<file path="src/rtl/conv_enc_framer.sv">
// Rate-1/2 K=3 convolutional encoder (G0=7, G1=5 octal) with FRAME_LEN-bit framing and a 2-symbol zero tail.
// Optional CONV_ERR_INJ_EN macro enables periodic corruption of encoder_o[0] every ERR_PERIOD valid symbols.
module conv_enc_framer #(
  parameter int FRAME_LEN  = 256,
  parameter int ERR_PERIOD = 7
) (
  input  logic        clk,
  input  logic        rst,
  input  logic        enable_encoder_i,
  input  logic        encoder_i,
  output logic        ready_o,
  output logic [1:0]  encoder_o,
  output logic        valid_o,
  output logic        sof_o,
  output logic        eof_o,
  output logic [15:0] word_ct,
  output logic        err_inj,
  output logic [15:0] bad_bit_ct
);

  typedef enum logic [1:0] {IDLE, DATA, TAIL} state_t;

  localparam logic [15:0] LAST_BIT = 16'(FRAME_LEN - 1);

  if (FRAME_LEN < 2 || FRAME_LEN > 65535 || ERR_PERIOD < 2 || ERR_PERIOD > 255) begin : g_param_range
    $error("conv_enc_framer: FRAME_LEN or ERR_PERIOD out of range");
  end

  state_t      state_q, state_d;
  logic [1:0]  s_q, s_d;
  logic [15:0] cnt_q, cnt_d;
  logic        tail_q, tail_d;
  logic [1:0]  enc_q, enc_d;
  logic        valid_q, valid_d;
  logic        sof_q, sof_d;
  logic        eof_q, eof_d;
  logic [15:0] word_q, word_d;
  logic        emit;
  logic        u;
  logic        err_flip;

  // A symbol is produced on every TAIL cycle and on every accepted data bit.
  assign emit    = (state_q == TAIL) || enable_encoder_i;
  assign u       = (state_q != TAIL) && encoder_i;
  assign ready_o = (state_q != TAIL);

  always_comb begin
    state_d = state_q;
    s_d     = s_q;
    cnt_d   = cnt_q;
    tail_d  = tail_q;
    enc_d   = enc_q;
    valid_d = 1'b0;
    sof_d   = 1'b0;
    eof_d   = 1'b0;
    word_d  = word_q;
    case (state_q)
      IDLE, DATA: begin
        if (enable_encoder_i) begin
          sof_d = (cnt_q == 16'd0);
          if (cnt_q == LAST_BIT) begin
            cnt_d   = 16'd0;
            state_d = TAIL;
          end else begin
            cnt_d   = cnt_q + 16'd1;
            state_d = DATA;
          end
        end
      end
      TAIL: begin
        tail_d = ~tail_q;
        if (tail_q) begin
          eof_d   = 1'b1;
          word_d  = word_q + 16'd1;
          state_d = IDLE;
        end
      end
      default: state_d = IDLE;
    endcase
    if (emit) begin
      enc_d   = {u ^ s_q[1] ^ s_q[0], u ^ s_q[0] ^ err_flip};
      s_d     = {u, s_q[1]};
      valid_d = 1'b1;
    end
  end

  always_ff @(posedge clk) begin
    if (!rst) begin
      state_q <= IDLE;
      s_q     <= 2'b00;
      cnt_q   <= 16'd0;
      tail_q  <= 1'b0;
      enc_q   <= 2'b00;
      valid_q <= 1'b0;
      sof_q   <= 1'b0;
      eof_q   <= 1'b0;
      word_q  <= 16'd0;
    end else begin
      state_q <= state_d;
      s_q     <= s_d;
      cnt_q   <= cnt_d;
      tail_q  <= tail_d;
      enc_q   <= enc_d;
      valid_q <= valid_d;
      sof_q   <= sof_d;
      eof_q   <= eof_d;
      word_q  <= word_d;
    end
  end

  assign encoder_o = enc_q;
  assign valid_o   = valid_q;
  assign sof_o     = sof_q;
  assign eof_o     = eof_q;
  assign word_ct   = word_q;

`ifdef CONV_ERR_INJ_EN
  localparam logic [7:0] ERR_LAST = 8'(ERR_PERIOD - 1);

  logic [7:0]  err_cnt_q, err_cnt_d;
  logic        err_inj_q, err_inj_d;
  logic [15:0] bad_q, bad_d;

  // Only the transmitted symbol is corrupted; encoder state keeps the true bits.
  assign err_flip = emit && (err_cnt_q == ERR_LAST);

  always_comb begin
    err_cnt_d = err_cnt_q;
    err_inj_d = err_flip;
    bad_d     = bad_q;
    if (emit) begin
      if (err_flip) begin
        err_cnt_d = 8'd0;
        if (bad_q != 16'hFFFF) bad_d = bad_q + 16'd1;
      end else begin
        err_cnt_d = err_cnt_q + 8'd1;
      end
    end
  end

  always_ff @(posedge clk) begin
    if (!rst) begin
      err_cnt_q <= 8'd0;
      err_inj_q <= 1'b0;
      bad_q     <= 16'd0;
    end else begin
      err_cnt_q <= err_cnt_d;
      err_inj_q <= err_inj_d;
      bad_q     <= bad_d;
    end
  end

  assign err_inj    = err_inj_q;
  assign bad_bit_ct = bad_q;
`else
  assign err_flip   = 1'b0;
  assign err_inj    = 1'b0;
  assign bad_bit_ct = 16'd0;
`endif

endmodule

</file>
<file path="config.mk">
export PLATFORM = sky130hd
export DESIGN_NAME = conv_enc_framer
export DESIGN_NICKNAME = d
export VERILOG_FILES = /design/src/rtl/conv_enc_framer.sv
export SDC_FILE = /design/constraint.sdc
export NUM_CORES = 1
export LEC_CHECK = 0
export CORE_ASPECT_RATIO = 1.4
export CORE_MARGIN = 10
export CORE_UTILIZATION = 35
export DETAILED_ROUTE_END_ITERATION = 6
export PLACE_DENSITY_LB_ADDON = 0.25
export SLEW_MARGIN = 5
export SYNTH_ARGS = -nofsm -noshare
export SYNTH_HDL_FRONTEND = slang
export SYNTH_SLANG_ARGS = --single-unit
</file>
<file path="constraint.sdc">
create_clock -name clk -period 4 [get_ports clk]
set_input_delay 0.8 -clock clk [delete_from_list [all_inputs] [get_ports clk]]
set_output_delay 0.8 -clock clk [all_outputs]
set_load 0.02 [all_outputs]
</file>
==> results of run 1 <==
==> state kept, by name (all words and copies together) (netlist names) <==
name / flops
eof_o: 1
s_q: 2
state_q: 2
cnt_q: 16
tail_q: 1
valid_o: 1
sof_o: 1
encoder_o: 2
word_ct: 16
==> how the worst max path moves through the flow <==
stage,startpoint,end,slack [ns],cells after the start
2_1_floorplan,enable_encoder_i,cnt_q[15]$_SDFFE_PN0P_,2.10,5
4_1_cts,state_q[1]$_SDFFE_PN0P_,ready_o,1.11,3
6_report,state_q[1]$_SDFFE_PN0P_,ready_o,1.11,3
3_3_place_gp,enable_encoder_i,cnt_q[8]$_SDFFE_PN0P_,1.15,4
5_1_grt,state_q[1]$_SDFFE_PN0P_,ready_o,0.96,3
3_5_place_dp,enable_encoder_i,cnt_q[10]$_SDFFE_PN0P_,1.11,4
==> kinds of logic (layout without fill, tap and decap cells) <==
logic type,after synthesis,count (layout),synth area share [%]
other,1,17,0.177
multiplexers,2,2,0.945
buffers and inverters,31,39,9.15
XOR/XNOR,26,26,10.8
AO/OA/AOI/OAI,21,21,6.85
adder cells (fa/ha/maj),3,3,1.77
flip-flops,42,42,39.7
AND/OR/NAND/NOR,117,117,30.7
==> layout make-up <==
| type | instances | area [µm²] | area share, % |
|---|---|---|---|
| clock inverter | 2 | 60.1 | 2.41 |
| timing repair buffer | 25 | 250 | 10.1 |
| sequential | 42 | 841 | 33.8 |
| clock buffer | 6 | 82.6 | 3.32 |
| tap | 70 | 87.6 | 3.52 |
| multi-input combinational | 186 | 1140 | 46.0 |
| inverter | 6 | 22.5 | 0.905 |
==> Yosys cell counts (2+ instances only) <==
master    number  share of area (%)
or3_1          2               0.59
ha_1           3                1.8
buf_2          4               0.95
and3_1         4                1.2
and4_1         3                1.2
nor4_1         9                2.7
nand2b_1       2               0.59
nand4_1       13                3.8
xor2_1         8                3.3
dfxtp_1       42                 40
a21oi_1        9                2.1
nor2b_1        2               0.59
nand2_1       16                2.8
mux2i_1        2               0.95
nor2_1        37                6.6
nand3_1       12                2.8
nor3_1         7                1.7
nor4_2         2                1.2
o21ai_0        6                1.4
inv_1          5               0.89
xnor2_1       18                7.4
buf_4         17                6.0
nand3b_1       2               0.71
==> where the power goes <==
part	internal (mW)	total [mW]	switching [mW]
Sequential	0.423	0.429	0.00572
Combinational	0.0166	0.0541	0.0376
Clock	0.266	0.413	0.147
Total	0.706	0.896	0.190
==> cell usage in the layout, fill, tap and decap left out, drive strengths merged, types with 5 or more instances in the layout <==
cell type and n:
xnor2 18, conb 17, inv 5, clkbuf 6, nand3 12, nor3 7
nand4 13, a21oi 9, nor4 12, xor2 8, nor2 37, nand2 16
o21ai 6, clkdlybuf4s50 25, dfxtp 42
==> per-stage QoR <==
step | hold WS (ns) | std cells
floorplan | 0.469 | 259
global placement | 0.483 | 329
detailed placement | 0.484 | 329
CTS | 0.496 | 337
global route | 0.530 | 337
finish | 0.497 | 337
==> critical path: stages, from the launching register on <==
cell and delay, ns:
dfxtp_1 0.49, nor2b_1 0.50, inv_1 0.22, clkdlybuf4s50_1 0.59
==> layer usage <==
| layer | global-route usage (%) | wire (µm) | part of all wire [%] | up-vias |
|---|---|---|---|---|
| met5 | 0 | 0 | 0 | - |
| met4 | 3.96 | 49 | 1.1 | 0 |
| met3 | 3.84 | 267 | 6.0 | 4 |
| met2 | 16.0 | 2260 | 51 | 32 |
| met1 | 9.69 | 1840 | 42 | 783 |
| li1 | - | - | - | 859 |
==> results.cfg, run 1 <==
[grt]
grt_max_degree = 27
grt_pass1_wl_um = 7600
antenna_found_initial = 0
grtUsageTotal_pct = 9.33
grt_overflow = 0
grt_pass1_vias = 1658

[placed_design]
place_congestion = 0.857
placed_area_mm2 = 0.00234
hpwl_um = 3300
dpl_worst_slack_ns = 1.11
portBuffers = 25

[final_layout]
post-route-util_pct = 42.4
fin_area_mm2 = 0.00249
antenna_cells = 0
area_delta_synth_final_pct = 17.4
fill_cells = 591
num-nets-final = 273
drive_gt1_share_pct = 5.99

[clock_network]
cts_made_buffers = 5
cts_resized = 0
cts_root_buf = clkbuf_8
h-tree-depth = 2
cts_setup_buffers = 0
clk_pin_slew_ns = 0.08
clkLatencyLatePin_ns = 0.29
cts_hold_buf = 0
cts_tree = done
clock-sinks = 42
clock_path_buffers = 2

[sta]
max_freq_ghz = 0.346
relSlewSlack_pct = 50.0
hold_violations = 0
rsz0062_at_grt = false
skew_ns = 0.00671
tightestPinTransition_ns = 0.747
period_needed_ns = 2.89
slew_viol_final = 0
tns_ns = 0
setup_viol = 0
period_share_pct = 72.2
setup_slack_ns = 1.11

[pwr]
power_mw = 0.896
ir_drop_mv = 0.153
leakage_nw = 0.909
pwr_density_cell_mw_per_mm2 = 360

[route]
dr.pass1.iters = 4
drc = 0
vias = 1678
drt_wl_total_um = 4420
first_iter_violations = 64
wl_per_cell_um = 13.1
via_per_inst = 4.98
ant_nets = 0

[yosys]
synth.avg_cell_area_um2 = 8.72
mappedNetlistArea_mm2 = 0.00212
synth_edf_count = 0
yosysWarnings = 0
synth_seq_cells = 42
synth.distinct_cells = 41
syn_inst = 243
seq_area_frac_synth_pct = 39.7
synth-async-reset-ratio_pct = 0
ys.flop_type = dfxtp_1

[floorplanning]
placementRows = 33
core-area_mm2 = 0.00586
die_x_um = 85.8
io_pins = 43
initial_utilization_pct = 36.1
dieArea_mm2 = 0.00961
die_h_um = 112

[run]
maxCapViolCount = 0

[critical_path]
startpoint_type = flop
worstSetupPathType = reg2out
crit_arrival_ns = 2.09
timing.rr.end = cnt_q[10]$_SDFFE_PN0P_
critPathMaxFanout = 8
worstPathRequired_ns = 3.20
r2r_cells = 4
r2r_start = cnt_q[1]$_SDFFE_PN0P_
reg2reg_setup_slack_ns = 1.87
cp-end-kind = output pin

[worst_hold_path]
hp-start = word_ct[1]$_SDFFE_PN0P_
holdPathStages = 2
hp-class = reg2reg
worstHoldEndpoint = word_ct[1]$_SDFFE_PN0P_

[outcome]
run_status = finished, final reports clean
Power figures use the tool's default switching activity.
==> run 2, diff against run 1 <==
==> constraint.sdc (replaced) <==
create_clock -name clk -period 2.4 [get_ports clk]
set_input_delay 0.48 -clock clk [delete_from_list [all_inputs] [get_ports clk]]
set_output_delay 0.48 -clock clk [all_outputs]
set_load 0.02 [all_outputs]
==> run 2 against run 1 <==
Against the previous run:
- via count rose by 2.3%
- register-to-register slack lost 1.2 ns
- critical endpoint unchanged
- non-clock buffer count increased by 7
==> results.cfg, run 2 (same netlist as run 1, synthesis figures left out) <==
[clock_network]
h-tree-depth = 2
clk_pin_slew_ns = 0.08
cts_resized = 0
clkLatencyLatePin_ns = 0.29
cts_setup_buffers = 0
clock_path_buffers = 2
cts_made_buffers = 5
cts_root_buf = clkbuf_8
cts_hold_buf = 0
cts_tree = done
clock-sinks = 42

[critical_path]
reg2reg_setup_slack_ns = 0.69
cp.depth = 3
critPathMaxFanout = 8
r2r_start = cnt_q[0]$_SDFFE_PN0P_
startpoint_type = flop
cp_slowest_cell = clkdlybuf4s50_1
r2r_cells = 5
crit_arrival_ns = 1.68
cp-startpoint = state_q[1]$_SDFFE_PN0P_
max_stage_delay_ns = 0.56
worstSetupPathType = reg2out
endpoint = ready_o
cp-end-kind = output pin
crit_family = buffers and inverters
path_buf_inv = 2
timing.rr.end = cnt_q[6]$_SDFFE_PN0P_
worstPathRequired_ns = 1.92
crit_chain = nor2b_1, inv_1, clkdlybuf4s50_1

[pwr]
leakage_nw = 0.921
ir_drop_mv = 0.314
pwr_density_cell_mw_per_mm2 = 518

[floorplanning]
die_h_um = 112
core-area_mm2 = 0.00586
io_pins = 43
placementRows = 33
dieArea_mm2 = 0.00961
initial_utilization_pct = 36.1
die_x_um = 85.8

[grt]
grt_pass1_wl_um = 7800
grtUsageTotal_pct = 9.61
grt_max_degree = 27
grt_pass1_vias = 1660
grt_overflow = 0
antenna_found_initial = 0

[final_layout]
seq_area_um2 = 841
num-nets-final = 280
fin_area_mm2 = 0.00249
antenna_cells = 0
post-route-util_pct = 42.4
drive_gt1_share_pct = 8.03
mostFrequentLayoutCells = 42 x dfxtp_1, 37 x nor2_1, 25 x clkdlybuf4s50_1
area_delta_synth_final_pct = 17.5
fill_cells = 624
layout_commonest_cell = dfxtp_1
multi_input_area_mm2 = 0.00114

[route]
wl_per_cell_um = 13.6
drt_wl_total_um = 4670
drc = 0
dr.pass1.iters = 4
ant_nets = 0
vias = 1716
first_iter_violations = 75
via_per_inst = 4.99

[outcome]
run_status = finished, final reports clean

[sta]
skew_ns = 0.00393
setup_viol = 0
period_needed_ns = 2.16
max_freq_ghz = 0.463
period_share_pct = 89.9
hold_violations = 0
tns_ns = 0
slew_viol_final = 0
rsz0062_at_grt = false

[placed_design]
portBuffers = 25
hpwl_um = 3450
placed_area_mm2 = 0.00240
place_congestion = 0.775

[run]
maxCapViolCount = 0

[worst_hold_path]
holdPathStages = 2
hp-class = reg2reg
==> run 2: cell types whose count changed in the layout (fill, tap and decap cells not counted), sizes merged <==
cell	before	now
buf	0	7
bufinv	2	0
clkbuf	6	7
clkinv	1	2
==> run 2: how the worst min path moves through the flow <==
| stage | start | to | slack (ns) |
|---|---|---|---|
| finish | word_ct[1]$_SDFFE_PN0P_ | word_ct[1]$_SDFFE_PN0P_ | 0.49 |
| global route | word_ct[1]$_SDFFE_PN0P_ | word_ct[1]$_SDFFE_PN0P_ | 0.52 |
| CTS | word_ct[1]$_SDFFE_PN0P_ | word_ct[1]$_SDFFE_PN0P_ | 0.50 |
| detailed placement | word_ct[1]$_SDFFE_PN0P_ | word_ct[1]$_SDFFE_PN0P_ | 0.49 |
| global placement | word_ct[1]$_SDFFE_PN0P_ | word_ct[1]$_SDFFE_PN0P_ | 0.48 |
| floorplan | s_q[0]$_SDFFE_PN0P_ | s_q[0]$_SDFFE_PN0P_ | 0.47 |
==> run 2: per-layer routing <==
layer / up-vias / part of all wire (%) / global-route usage (%)
li1: 870 / - / -
met1: 802 / 42 / 10.4
met2: 39 / 51 / 16.9
met3: 5 / 5.9 / 3.40
met4: 0 / 1.1 / 2.97
met5: - / 0 / 0
==> run 2: through the flow <==
step                      hold WS [ns]  cells  setup slack, ns  power [mW]
after detailed placement         0.489    336            0.294       0.830
after CTS                        0.501    344            0.213        1.31
final                            0.494    344            0.241        1.29
after global routing             0.521    344            0.143        1.35
after global placement           0.484    336            0.344       0.828
after floorplan                  0.469    259            0.778       0.818
==> run 2: worst reg2reg max path: stages, from the launching register on <==
cell	delay, ns
dfxtp_1	0.34
ha_1	0.27
nand4_1	0.31
o41ai_4	0.39
buf_4	0.24
nor2_1	0.07
==> run 2: area by class of cell <==
cell class | count | share of cell area [%]
Clock buffer | 7 | 3.47
Clock inverter | 1 | 0.201
Inverter | 6 | 0.905
Multi-Input combinational cell | 186 | 46.0
Sequential cell | 42 | 33.8
Tap cell | 70 | 3.52
Timing Repair Buffer | 32 | 12.2
==> run 2: report_power, final <==
| part | internal (mW) | leakage (nW) | switching [mW] | total, mW |
|---|---|---|---|---|
| Sequential | 0.706 | 0.340 | 0.00564 | 0.711 |
| Combinational | 0.0336 | 0.533 | 0.0685 | 0.102 |
| Clock | 0.232 | 0.0482 | 0.243 | 0.475 |
| Total | 0.972 | 0.921 | 0.317 | 1.29 |
==> run 3, diff against run 2 <==
--- a/config.mk
+++ b/config.mk
@@ -9,7 +9,8 @@
 export CORE_MARGIN = 10
 export CORE_UTILIZATION = 35
 export DETAILED_ROUTE_END_ITERATION = 6
-export PLACE_DENSITY_LB_ADDON = 0.25
+export GPL_ROUTABILITY_DRIVEN = 0
+export PLACE_DENSITY = 0.67
 export SLEW_MARGIN = 5
 export SYNTH_ARGS = -nofsm -noshare
 export SYNTH_HDL_FRONTEND = slang
==> run 3 against run 2 <==
Against the previous run:
- sequential share of layout area decreased by 0.45 points
- largest power group unchanged
- power increased by 6.5%
- worst setup slack improved by 0.0070 ns
- worst hold slack improved by 0.0048 ns
- critical endpoint unchanged
- critical path depth unchanged
- fmax increased by 0.33%
- critical path type unchanged
- clock skew increased by 0.0061 ns
- wire length decreased by 1.4%
==> results.cfg, run 3 (same netlist as run 1, synthesis figures left out) <==
[outcome]
run_status = finished, final reports clean

[final_layout]
drive_gt1_share_pct = 8.70
fin_cells = 346
post-route-util_pct = 43.0
area_delta_synth_final_pct = 19.1
fill_cells = 601
fin_area_mm2 = 0.00252
layout_commonest_cell = dfxtp_1
mostFrequentLayoutCells = 42 x dfxtp_1, 37 x nor2_1, 25 x clkdlybuf4s50_1
antenna_cells = 0
num-nets-final = 282

[clock_network]
clk_pin_slew_ns = 0.09
h-tree-depth = 2
cts_setup_buffers = 0
clkLatencyLatePin_ns = 0.30
clock_path_buffers = 2
cts_resized = 0
cts_tree = done
clock-sinks = 42
cts_root_buf = clkbuf_8
cts_made_buffers = 5
cts_hold_buf = 0

[floorplanning]
initial_utilization_pct = 36.1
die_h_um = 112
placementRows = 33
io_pins = 43
core-area_mm2 = 0.00586
dieArea_mm2 = 0.00961
die_x_um = 85.8

[critical_path]
cp_slowest_cell = clkdlybuf4s50_1
crit_family = buffers and inverters
path_buf_inv = 2
cp-end-kind = output pin
reg2reg_setup_slack_ns = 0.68
crit_arrival_ns = 1.67
max_stage_delay_ns = 0.56
timing.rr.end = cnt_q[13]$_SDFFE_PN0P_
startpoint_type = flop
r2r_start = cnt_q[0]$_SDFFE_PN0P_
r2r_cells = 5
worstPathRequired_ns = 1.92
critPathMaxFanout = 8
crit_chain = nor2b_1, inv_1, clkdlybuf4s50_1
worstSetupPathType = reg2out

[pwr]
power_mw = 1.37
p_sw_mw = 0.320
pwr_density_cell_mw_per_mm2 = 544
seqPwrFrac_pct = 51.8
switching_share_pct = 23.3
ir_drop_mv = 0.244
clockPowerShare_pct = 40.5
comb_power_share_pct = 7.6
leakage_nw = 0.934
p_int_mw = 1.05

[run]
maxCapViolCount = 0

[route]
dr.pass1.iters = 4
wl_per_cell_um = 13.3
drc = 0
vias = 1755
ant_nets = 0
drt_wl_total_um = 4610
via_per_inst = 5.07
first_iter_violations = 77

[sta]
slew_viol_final = 0
skew_ns = 0.0100
hold_violations = 0
rsz0062_at_grt = false
max_freq_ghz = 0.465
period_share_pct = 89.7
period_needed_ns = 2.15
tns_ns = 0
setup_viol = 0

[placed_design]
placed_area_mm2 = 0.00241
hpwl_um = 3530
portBuffers = 25
dpl.cell_count = 338

[worst_hold_path]
hp-start = word_ct[1]$_SDFFE_PN0P_
worstHoldEndpoint = word_ct[1]$_SDFFE_PN0P_
holdPathStages = 2
hp-class = reg2reg

[grt]
grt_pass1_wl_um = 7890
grt_max_degree = 14
grtUsageTotal_pct = 9.63
grt_pass1_vias = 1726
antenna_found_initial = 0
grt_overflow = 0
run 3: changes by cell type in the layout (fill, tap and decap cells not counted), sizes merged:
cell	previous run	this run
buf	7	9
bufinv	0	1
clkbuf	7	6
clkinv	2	1
clkinvlp	0	1
run 3: metal layers:
metal	global-route usage (%)	vias up	wire length, µm
li1	-	876	-
met1	9.92	819	1840
met2	16.8	50	2360
met3	4.05	10	346
met4	3.63	0	65
met5	0	-	0
run 3: area by class of cell:
| class | instances | area (µm²) | area share [%] |
|---|---|---|---|
| inverters | 6 | 22.5 | 0.893 |
| repair buffers | 34 | 318 | 12.6 |
| flip-flops and latches | 42 | 841 | 33.3 |
| multi-input cells | 186 | 1140 | 45.3 |
| well taps | 70 | 87.6 | 3.47 |
| clock buffers | 6 | 72.6 | 2.88 |
| clock inverters | 2 | 37.5 | 1.49 |
run 3: worst max-delay path by stage:
stage / startpoint / to / slack [ns] / cells after the start
6_report: state_q[1]$_SDFFE_PN0P_ / ready_o / 0.25 / 3
5_1_grt: state_q[1]$_SDFFE_PN0P_ / ready_o / 0.17 / 3
3_5_place_dp: enable_encoder_i / cnt_q[13]$_SDFFE_PN0P_ / 0.31 / 5
2_1_floorplan: cnt_q[1]$_SDFFE_PN0P_ / cnt_q[10]$_SDFFE_PN0P_ / 0.78 / 5
3_3_place_gp: enable_encoder_i / cnt_q[10]$_SDFFE_PN0P_ / 0.36 / 5
4_1_cts: state_q[1]$_SDFFE_PN0P_ / ready_o / 0.23 / 3
run 3: power by group through the flow:
stage / registers [mW] / clock network (mW) / logic (mW)
floorplan: 0.734 / 0 / 0.0840
global placement: 0.728 / 0 / 0.103
detailed placement: 0.728 / 0 / 0.104
CTS: 0.712 / 0.578 / 0.104
global route: 0.713 / 0.610 / 0.115
finish: 0.711 / 0.556 / 0.104
run 3: worst reg2reg max path, delay by kind of cell (launching register included):
family | cells | cell delay [ns]
AO/OA/AOI/OAI | 1 | 0.40
adder cells (fa/ha/maj) | 1 | 0.26
buffers and inverters | 1 | 0.24
flip-flops | 1 | 0.34
AND/OR/NAND/NOR | 2 | 0.38
run 3: metrics by stage:
stage          hold WS, ns  setup slack (ns)
6_report             0.499             0.248
5_1_grt              0.526             0.167
3_3_place_gp         0.476             0.355
3_5_place_dp         0.491             0.312
4_1_cts              0.504             0.230
2_1_floorplan        0.469             0.778
